$ cat src/rtl/core_lsu_pkg.sv
// core_lsu_pkg: shared types and constants for the load/store unit.
//   lsu_op_e    - 3-bit load/store operation code
//   lsu_state_e - access sequencing states
//   XLEN        - data path width
package core_lsu_pkg;

  localparam int unsigned XLEN = 32;

  typedef enum logic [2:0] {
    OP_LB  = 3'd0,
    OP_LH  = 3'd1,
    OP_LW  = 3'd2,
    OP_LBU = 3'd3,
    OP_LHU = 3'd4,
    OP_SB  = 3'd5,
    OP_SH  = 3'd6,
    OP_SW  = 3'd7
  } lsu_op_e;

  typedef enum logic [1:0] {
    IDLE     = 2'd0,
    REQ      = 2'd1,
    WAIT_RSP = 2'd2,
    FIN      = 2'd3
  } lsu_state_e;

  function automatic logic op_is_store(input lsu_op_e op);
    return (op == OP_SB) || (op == OP_SH) || (op == OP_SW);
  endfunction

endpackage

$ cat src/rtl/core_lsu_align.sv
// core_lsu_align: combinational lane steering for the load/store unit.
//   op_i       - operation code
//   off_i      - byte offset within the word (address bits [1:0])
//   wdata_i    - raw store data (RS2)
//   rdata_i    - raw read word from the bus
//   be_o       - byte enables for the bus request
//   wdata_o    - lane-replicated store data
//   rdata_o    - extracted and sign/zero-extended load value
//   misalign_o - access is not naturally aligned for its size
module core_lsu_align
  import core_lsu_pkg::*;
(
  input  lsu_op_e          op_i,
  input  logic [1:0]       off_i,
  input  logic [XLEN-1:0]  wdata_i,
  input  logic [XLEN-1:0]  rdata_i,
  output logic [3:0]       be_o,
  output logic [XLEN-1:0]  wdata_o,
  output logic [XLEN-1:0]  rdata_o,
  output logic             misalign_o
);

  logic [XLEN-1:0] byte_sh;
  logic [XLEN-1:0] half_sh;
  logic [7:0]      byte_v;
  logic [15:0]     half_v;

  always_comb begin
    // Bring the addressed lane down to bit 0; halves select on bit 1 only
    // so a misaligned half (when not trapped) still reads its enclosing half.
    byte_sh = rdata_i >> {off_i, 3'b000};
    half_sh = rdata_i >> {off_i[1], 4'b0000};
    byte_v  = byte_sh[7:0];
    half_v  = half_sh[15:0];

    rdata_o = rdata_i;
    unique case (op_i)
      OP_LB:   rdata_o = {{(XLEN-8){byte_v[7]}}, byte_v};
      OP_LBU:  rdata_o = {{(XLEN-8){1'b0}}, byte_v};
      OP_LH:   rdata_o = {{(XLEN-16){half_v[15]}}, half_v};
      OP_LHU:  rdata_o = {{(XLEN-16){1'b0}}, half_v};
      default: rdata_o = rdata_i;
    endcase
  end

  always_comb begin
    be_o       = 4'b1111;
    wdata_o    = wdata_i;
    misalign_o = 1'b0;
    unique case (op_i)
      OP_SB: begin
        be_o    = 4'b0001 << off_i;
        wdata_o = {4{wdata_i[7:0]}};
      end
      OP_SH: begin
        be_o       = off_i[1] ? 4'b1100 : 4'b0011;
        wdata_o    = {2{wdata_i[15:0]}};
        misalign_o = off_i[0];
      end
      OP_LH, OP_LHU: misalign_o = off_i[0];
      OP_LW, OP_SW:  misalign_o = |off_i;
      default: ;
    endcase
  end

endmodule

$ cat src/rtl/core_lsu.sv
// core_lsu: single-outstanding load/store unit behind the ALU.
//   CLK, RST_N             - clock, synchronous active-low reset
//   START, I_L*/I_S*       - access request pulse and one-hot op flags
//   ADDR, WDATA            - effective address and store data
//   D_REQ_*                - valid/ready data-memory request channel
//   D_RSP_VALID/RDATA      - read response (loads only)
//   BUSY, DONE, MISALIGN   - access status
//   LOAD_DATA              - extended load result, held until the next load
module core_lsu
  import core_lsu_pkg::*;
#(
  parameter int unsigned ADDR_W      = 32,
  parameter bit          CHECK_ALIGN = 1'b1
) (
  input  logic              CLK,
  input  logic              RST_N,
  input  logic              START,
  input  logic              I_LB,
  input  logic              I_LH,
  input  logic              I_LW,
  input  logic              I_LBU,
  input  logic              I_LHU,
  input  logic              I_SB,
  input  logic              I_SH,
  input  logic              I_SW,
  input  logic [31:0]       ADDR,
  input  logic [31:0]       WDATA,
  output logic              D_REQ_VALID,
  input  logic              D_REQ_READY,
  output logic [ADDR_W-1:0] D_REQ_ADDR,
  output logic              D_REQ_WE,
  output logic [3:0]        D_REQ_BE,
  output logic [31:0]       D_REQ_WDATA,
  input  logic              D_RSP_VALID,
  input  logic [31:0]       D_RSP_RDATA,
  output logic              BUSY,
  output logic              DONE,
  output logic [31:0]       LOAD_DATA,
  output logic              MISALIGN
);

  lsu_state_e        state_q, state_d;
  lsu_op_e           op_q, op_d;
  logic [1:0]        off_q, off_d;
  logic [ADDR_W-1:0] addr_q, addr_d;
  logic [3:0]        be_q, be_d;
  logic [31:0]       wdata_q, wdata_d;
  logic [31:0]       load_q, load_d;
  logic              trap_q, trap_d;

  lsu_op_e           start_op;
  logic              any_flag;
  lsu_op_e           al_op;
  logic [1:0]        al_off;
  logic [3:0]        al_be;
  logic [31:0]       al_wdata;
  logic [31:0]       al_rdata;
  logic              al_mis;

  always_comb begin
    any_flag = I_LB | I_LH | I_LW | I_LBU | I_LHU | I_SB | I_SH | I_SW;
    start_op = OP_LB;
    if      (I_LH)  start_op = OP_LH;
    else if (I_LW)  start_op = OP_LW;
    else if (I_LBU) start_op = OP_LBU;
    else if (I_LHU) start_op = OP_LHU;
    else if (I_SB)  start_op = OP_SB;
    else if (I_SH)  start_op = OP_SH;
    else if (I_SW)  start_op = OP_SW;
  end

  // One aligner serves both directions: in IDLE it sees the incoming op to
  // build BE/store lanes, afterwards the latched op to extract the load lane.
  always_comb begin
    al_op  = (state_q == IDLE) ? start_op   : op_q;
    al_off = (state_q == IDLE) ? ADDR[1:0]  : off_q;
  end

  core_lsu_align u_align (
    .op_i       (al_op),
    .off_i      (al_off),
    .wdata_i    (WDATA),
    .rdata_i    (D_RSP_RDATA),
    .be_o       (al_be),
    .wdata_o    (al_wdata),
    .rdata_o    (al_rdata),
    .misalign_o (al_mis)
  );

  always_comb begin
    state_d = state_q;
    op_d    = op_q;
    off_d   = off_q;
    addr_d  = addr_q;
    be_d    = be_q;
    wdata_d = wdata_q;
    load_d  = load_q;
    trap_d  = trap_q;
    unique case (state_q)
      IDLE: begin
        if (START && any_flag) begin
          op_d    = start_op;
          off_d   = ADDR[1:0];
          addr_d  = {ADDR[ADDR_W-1:2], 2'b00};
          be_d    = al_be;
          wdata_d = al_wdata;
          trap_d  = CHECK_ALIGN && al_mis;
          state_d = (CHECK_ALIGN && al_mis) ? FIN : REQ;
        end
      end
      REQ: begin
        if (D_REQ_READY) state_d = op_is_store(op_q) ? FIN : WAIT_RSP;
      end
      WAIT_RSP: begin
        if (D_RSP_VALID) begin
          load_d  = al_rdata;
          state_d = FIN;
        end
      end
      FIN:     state_d = IDLE;
      default: state_d = IDLE;
    endcase
  end

  always_ff @(posedge CLK) begin
    if (!RST_N) begin
      state_q <= IDLE;
      op_q    <= OP_LB;
      off_q   <= '0;
      addr_q  <= '0;
      be_q    <= '0;
      wdata_q <= '0;
      load_q  <= '0;
      trap_q  <= 1'b0;
    end else begin
      state_q <= state_d;
      op_q    <= op_d;
      off_q   <= off_d;
      addr_q  <= addr_d;
      be_q    <= be_d;
      wdata_q <= wdata_d;
      load_q  <= load_d;
      trap_q  <= trap_d;
    end
  end

  always_comb begin
    D_REQ_VALID = (state_q == REQ);
    D_REQ_WE    = (state_q == REQ) && op_is_store(op_q);
    D_REQ_ADDR  = addr_q;
    D_REQ_BE    = be_q;
    D_REQ_WDATA = wdata_q;
    BUSY        = (state_q != IDLE);
    DONE        = (state_q == FIN);
    MISALIGN    = (state_q == FIN) && trap_q;
    LOAD_DATA   = load_q;
  end

endmodule

$ cat config.mk
export PLATFORM = sky130hd
export DESIGN_NAME = core_lsu
export DESIGN_NICKNAME = d
export VERILOG_FILES = /design/src/rtl/core_lsu_pkg.sv /design/src/rtl/core_lsu_align.sv /design/src/rtl/core_lsu.sv
export SDC_FILE = /design/constraint.sdc
export NUM_CORES = 1
export LEC_CHECK = 0
export CAP_MARGIN = 20
export CORE_ASPECT_RATIO = 1.5
export CORE_UTILIZATION = 25
export CTS_BUF_LIST = sky130_fd_sc_hd__clkbuf_8
export DETAILED_ROUTE_END_ITERATION = 8
export PLACE_DENSITY = 0.52
export SETUP_SLACK_MARGIN = 0.1
export SYNTH_ARGS = -nofsm -noshare
export SYNTH_HDL_FRONTEND = slang
export SYNTH_HIERARCHICAL = 1
export SYNTH_SLANG_ARGS = --single-unit
$ cat constraint.sdc
create_clock -name CLK -period 8.1 [get_ports CLK]
set_clock_uncertainty 0.2 [all_clocks]
set_input_delay 1.62 -clock CLK [delete_from_list [all_inputs] [get_ports CLK]]
set_output_delay 1.62 -clock CLK [all_outputs]
set_load 0.01 [all_outputs]
Yosys cells after proc, flatten, opt, wreduce, memory -nomap -nowiden
Cells that the tools add are included.
Widths: inputs -> output; s select.
- register bits: 106
- bits of input ports: 109
- muxes and demuxes: 20
- bitwise logic cells: 7
- equality and inequality tests: 16
- shifts and indexed selects: 3
- reductions and logical operators: 14
- operator list (operator ; number):
    $pmux 32 s4 ; 1
    $pmux 32 s2 ; 1
    $shr 32x5->16 ; 1
    $shr 32x5->8 ; 1
    $mux 3 ; 8
    $eq 3x3->1 const B ; 7
    $mux 2 ; 5
    $pmux 2 s4 ; 1
    $pmux 4 s2 ; 1
    $or 1x1->1 ; 7
    $eq 3x2->1 const B ; 2
    $eq 2x2->1 const B ; 2
    $mux 4 ; 1
    $ne 2x1->1 const B ; 2
    $reduce_and 2->1 ; 2
    $reduce_or 2->1 ; 2
    $shl 1x2->4 const A ; 1
    $eq 3x1->1 const B ; 1
    $logic_and 1x1->1 ; 3
    $logic_not 3->1 ; 1
    $reduce_and 3->1 ; 1
    $reduce_or 3->1 ; 1
    $eq 2x1->1 const B ; 1
    $logic_not 2->1 ; 1
    5 further kinds ; 6

Logic depth before layout (Yosys ltp)
- word-level depth: 14
- mapped depth: 14

Cells and area by module
The synthesis kept the hierarchy.
- by module, submodules not included (module ; area each (µm²) ; cells each ; times used ; sequential area each (µm²)):
    core_lsu ; 3968.8 ; 499 ; 1 ; 2122.0
    core_lsu_align ; 1858.0 ; 292 ; 1 ; 0.0

Worst setup path before layout
OpenSTA, ideal clock, no wires.
- kind: in2reg
- start point: in I_LHU
- end point: reg state_q[1]
- arrival time: 3.760 ns
- setup slack: 4.028 ns
- data required time: 7.788 ns
- cell stages on the path: 10
- cell sequence: nor4_4 > nor4_1 > mux2_2 > buf_2 > buf_1 > o21a_1 > a2111oi_0 > nor2_1 > and4_1 > a2111oi_1
- cells in the longest elaborated chain, start to end: 11
- elaborated cells between the ends (all ways): 23
- those cells by class: 6 x eq/ne; 9 x mux; 4 x bitwise; 4 x reduce/logical
- ends and longest elaborated chain (what ; RTL line ; RTL):
    from (decl) ; core_lsu.sv:22 ; input logic I_LHU,
    $mux 3 (*) ; core_lsu.sv:66 ; else if (I_LHU) start_op = OP_LHU;
    $mux 3 (*) ; core_lsu.sv:65 ; else if (I_LBU) start_op = OP_LBU;
    $mux 3 (*) ; core_lsu.sv:64 ; else if (I_LW) start_op = OP_LW;
    $mux 3 (*) ; core_lsu.sv:63 ; if (I_LH) start_op = OP_LH;
    $mux 3 (*) ; core_lsu.sv:75 ; al_op = (state_q == IDLE) ? start_op : op_q;
    via al_op[2] ; core_lsu.sv:53 ; lsu_op_e al_op;
    $eq 3x3->1 (tied with other cells) ; core_lsu_align.sv:50 ; unique case (op_i)
    $reduce_or 3->1 (no source line) or $reduce_or 2->1 (tied branches) ; - ;
    $pmux 1 s2 (*) ; core_lsu_align.sv:50 ;
    via al_mis ; core_lsu.sv:58 ; logic al_mis;
    $mux 2 (*) ; core_lsu.sv:108 ; state_d = (CHECK_ALIGN && al_mis) ? FIN : REQ;
    $mux 2 (*) ; core_lsu.sv:101 ; if (START && any_flag) begin
    $pmux 2 s4 (*) ; core_lsu.sv:99 ; unique case (state_q)
    to (signal assigned) ; core_lsu.sv:136 ; state_q <= state_d;
    to (decl) ; core_lsu.sv:42 ; lsu_state_e state_q, state_d;
Mark *: on every way through the listed nets, which the timed path passes. The rest lies on a longest branch. The select of a mux whose other input is x is not followed.
A chain may end at the register's enable or synchronous reset.

Worst setup path after layout
- start point: in I_LH
- end point: reg state_q[1]
- elaborated cells between the ends (all ways): 23
- those cells by class: 6 x eq/ne; 6 x mux; 7 x bitwise; 4 x reduce/logical
- RTL lines (what ; RTL line ; RTL):
    from (decl) ; core_lsu.sv:19 ; input logic I_LH,
    $mux 3 (*) ; core_lsu.sv:63 ;
    $mux 3 (*) ; core_lsu.sv:75 ;
    via al_op[2] ; core_lsu.sv:53 ;
    $eq 3x3->1 (tied with other cells) ; core_lsu_align.sv:50 ;
    $reduce_or 3->1 (no source line) or $reduce_or 2->1 (tied branches) ; - ;
    $pmux 1 s2 (*) ; core_lsu_align.sv:50 ;
    via al_mis ; core_lsu.sv:58 ;
    $mux 2 (*) ; core_lsu.sv:108 ;
    $mux 2 (*) ; core_lsu.sv:101 ;
    $pmux 2 s4 (*) ; core_lsu.sv:99 ;
Marks and branches as above.

==> results.toml <==
[status]
status = "completed"

[clock_network]
cts_root_buf = "clkbuf_8"
clk_latency_ns = 0.41
ctsResizeCount = 0
clk_pin_slew_worst_paths_ns = 0.12
numClockSinks = 106
cts_tree = "yes"
hold_buffers = 0
cts_max_level = 3
cts_max_path_buffers = 2
cts_buffers = 9
post_cts_buffers = 0

[yosys]
syn_area_sq_mm = 0.00583
yosysWarnings = 6
synth_ff_type = "dfxtp_1"
yosysSeqAreaShare_pct = 36.4
synth_cells = 791
syn_area_per_cell_sq_um = 7.37
postSynth.asyncResetShare_pct = 0
synth_cell_type_count = 55
synthTopCellsByArea = "dfxtp_1 36%, nand2_1 16%, a21oi_1 11%"
yosys.area.top_type_share_pct = 36.4
ys_ff_latch = 106
synth_top_area_cell = "dfxtp_1"
synth_edf_count = 0

[pwr]
p_leak_uw = 0.00295
max-vdd-ir-drop_mv = 0.110
power.share.clock_pct = 16.5
powerDensity_mw_per_mm2 = 281
power_uw = 2320
internal_power_uw = 1310
p_switching_uw = 1010
p_seq_share_pct = 28.7
power_frac_comb_pct = 54.7
p_sw_share_pct = 43.5

[timing]
timing.fmax_mhz = 186
rsz0062_at_grt = "no"
period_needed_ns = 5.39
min_period_over_period_pct = 66.5
final-setup-viol-count = 0
tightest_slew_ns = 0.930
hold_viol = 0
slew_headroom_pct = 38.0
tns_ns = 0
whs_ns = 0.259
maxSlewViolCount = 0
layout_setup_ws_ns = 2.71

[min_path]
hold_end = "D_REQ_WDATA[27]"
min_path_type = "reg2reg"
min-delay-start = "D_REQ_WDATA[27]"
min_path_cells = 2

[global_route]
met2_usage_pct = 32.0
grt_pass1_vias = 5871
grtUsageMet1_pct = 20.4
track_usage_pct = 17.7
grt_first_pass_wirelength_microns = 32900
grt-busiest-layer = "met2"
antenna_found_initial = 0
met3_usage_pct = 3.81
grt_overflow = 0
grt_max_degree = 69

[floorplan]
start_util_pct = 25.4
design.core.area_sq_mm = 0.0230
die_width_microns = 127
dieArea_sq_mm = 0.0239
num_rows = 68
io_pins = 214
fp.dieH_microns = 189

[route]
num_vias = 6085
viasPerCell = 4.94
drcViolationCount = 0
wl_per_cell_microns = 17.2
initialDrtViolationCount = 283
drt-pass1-iter-count = 5
ant_nets = 0
drt-total-wl_microns = 21200

[placement]
gp_congestion = 0.839
dp_hpwl_microns = 15100
dp_slack_ns = 2.28
portBuffers = 211

[critical_path]
cp-end-kind = "flip-flop"
path_class = "in2reg"
critPathMaxFanout = 48
r2r_start = "state_q[0]"
r2r_end = "state_q[1]"
cp.arrival_ns = 5.49
cpMaxStageDelayCell = "mux2_2"
r2r_setup_slack_ns = 4.24
required_ns = 8.20
startpoint_type = "input port"
cp_slowest_stage_delay_ns = 0.92
worstPathCellList = "clkdlybuf4s50_1 -> nor4_1 -> mux2_2 -> nor2b_1 -> a2111oi_0 -> nor2_1 -> and4_1 -> a2111oi_1"
r2r_cells = 8

[cells_and_area]
drive_gt1_share_pct = 5.88
fin_nets = 1060
insertedDiodeCount = 0
area_delta_synth_final_pct = 41.4

[job]
cap_viol_max_count = 0
-- cells in the mapped netlist, types with 8 or more instances --
master and n:
buf_2 21, mux2i_1 15, nand2b_1 13, o21ai_0 12, inv_1 18, dfxtp_1 106
a21oi_1 126, mux2_2 19, nand3_1 8, o22ai_1 16, a22oi_1 8, a221oi_1 9
o22a_1 8, a221o_1 8, o21a_1 8, nand2_1 255, clkbuf_1 27, buf_4 11
nor2_1 23, buf_6 9
-- how the worst max path moves through the flow --
stage                 end  start
5_1_grt        state_q[1]   I_LH
3_5_place_dp   state_q[1]   I_LH
4_1_cts        state_q[1]   I_LH
6_report       state_q[1]   I_LH
2_1_floorplan  state_q[1]  I_LHU
3_3_place_gp   state_q[1]   I_LH
-- area by class of cell --
type	count	area [sq um]
flip-flops and latches	106	2120
inverters	21	80.1
clock inverters	7	110
clock buffers	9	124
multi-input cells	591	3250
repair buffers	218	2200
fillers	2447	14700
well taps	280	350
-- routing by layer --
metal	vias up	share of wire, %
met3	24	5.6
met2	181	52
met1	2852	41
met4	0	2.0
li1	3028	-
met5	-	0
-- worst max-delay path, delay by kind of cell --
family	cells	cell delay, ns
AO/OA/AOI/OAI	2	1.05
AND/OR/NAND/NOR	4	1.34
buffers and inverters	1	0.55
multiplexers	1	0.92
-- per-stage QoR --
stage	util, %	cells	instance area (sq um)
final	35.9	1232	8240
after global routing	35.9	1232	8240
after CTS	35.8	1231	8210
after detailed placement	34.7	1215	7980
after global placement	34.6	1214	7950
after floorplan	-	792	5830
-- power by group through the flow --
stage	logic (uW)	registers, uW	clock network [uW]
floorplan	801	714	0
global placement	1260	677	0
detailed placement	1270	679	0
CTS	1280	668	402
global route	1400	679	419
finish	1270	666	383
-- state kept, by name (all words and copies together) (netlist names) --
register and cells:
D_REQ_BE 4, LOAD_DATA 32, D_REQ_ADDR 30, trap_q 1, state_q 2, off_q 2, op_q 3, D_REQ_WDATA 32
-- placed cells by master (no fill, tap or decap), types with 2 or more instances in the layout --
| master | count |
|---|---|
| nor4_4 | 2 |
| conb_1 | 2 |
| o21ai_0 | 12 |
| ha_1 | 4 |
| clkdlybuf4s50_1 | 211 |
| a22oi_1 | 8 |
| nand2b_1 | 13 |
| a221oi_1 | 9 |
| inv_8 | 2 |
| nand2_1 | 255 |
| dfxtp_1 | 106 |
| inv_1 | 18 |
| mux2i_1 | 15 |
| nand3_1 | 8 |
| nor2b_1 | 3 |
| nor4bb_1 | 7 |
| o221ai_1 | 7 |
| a31oi_1 | 7 |
| buf_16 | 2 |
| a221o_1 | 8 |
| o21ai_1 | 3 |
| o22ai_1 | 16 |
| nor2_1 | 23 |
| clkbuf_8 | 9 |
| nor3_1 | 3 |
| o21a_1 | 8 |
| and2_1 | 3 |
| mux2_2 | 19 |
| clkinv_8 | 3 |
| buf_4 | 5 |
| inv_2 | 2 |
| a21oi_4 | 2 |
| o22a_1 | 8 |
| a21oi_1 | 125 |
-- cell families (layout without fill, tap and decap cells) --
logic type,Yosys count,after routing,share of synthesized area [%]
compound gates,227,227,23.9
fa+ha+maj,4,4,0.859
buf+inv,95,255,8.46
flops,106,106,36.4
mux,35,35,6.64
other cells,1,2,0.0644
simple gates,323,323,23.6
(Power assumes the default switching activity.)
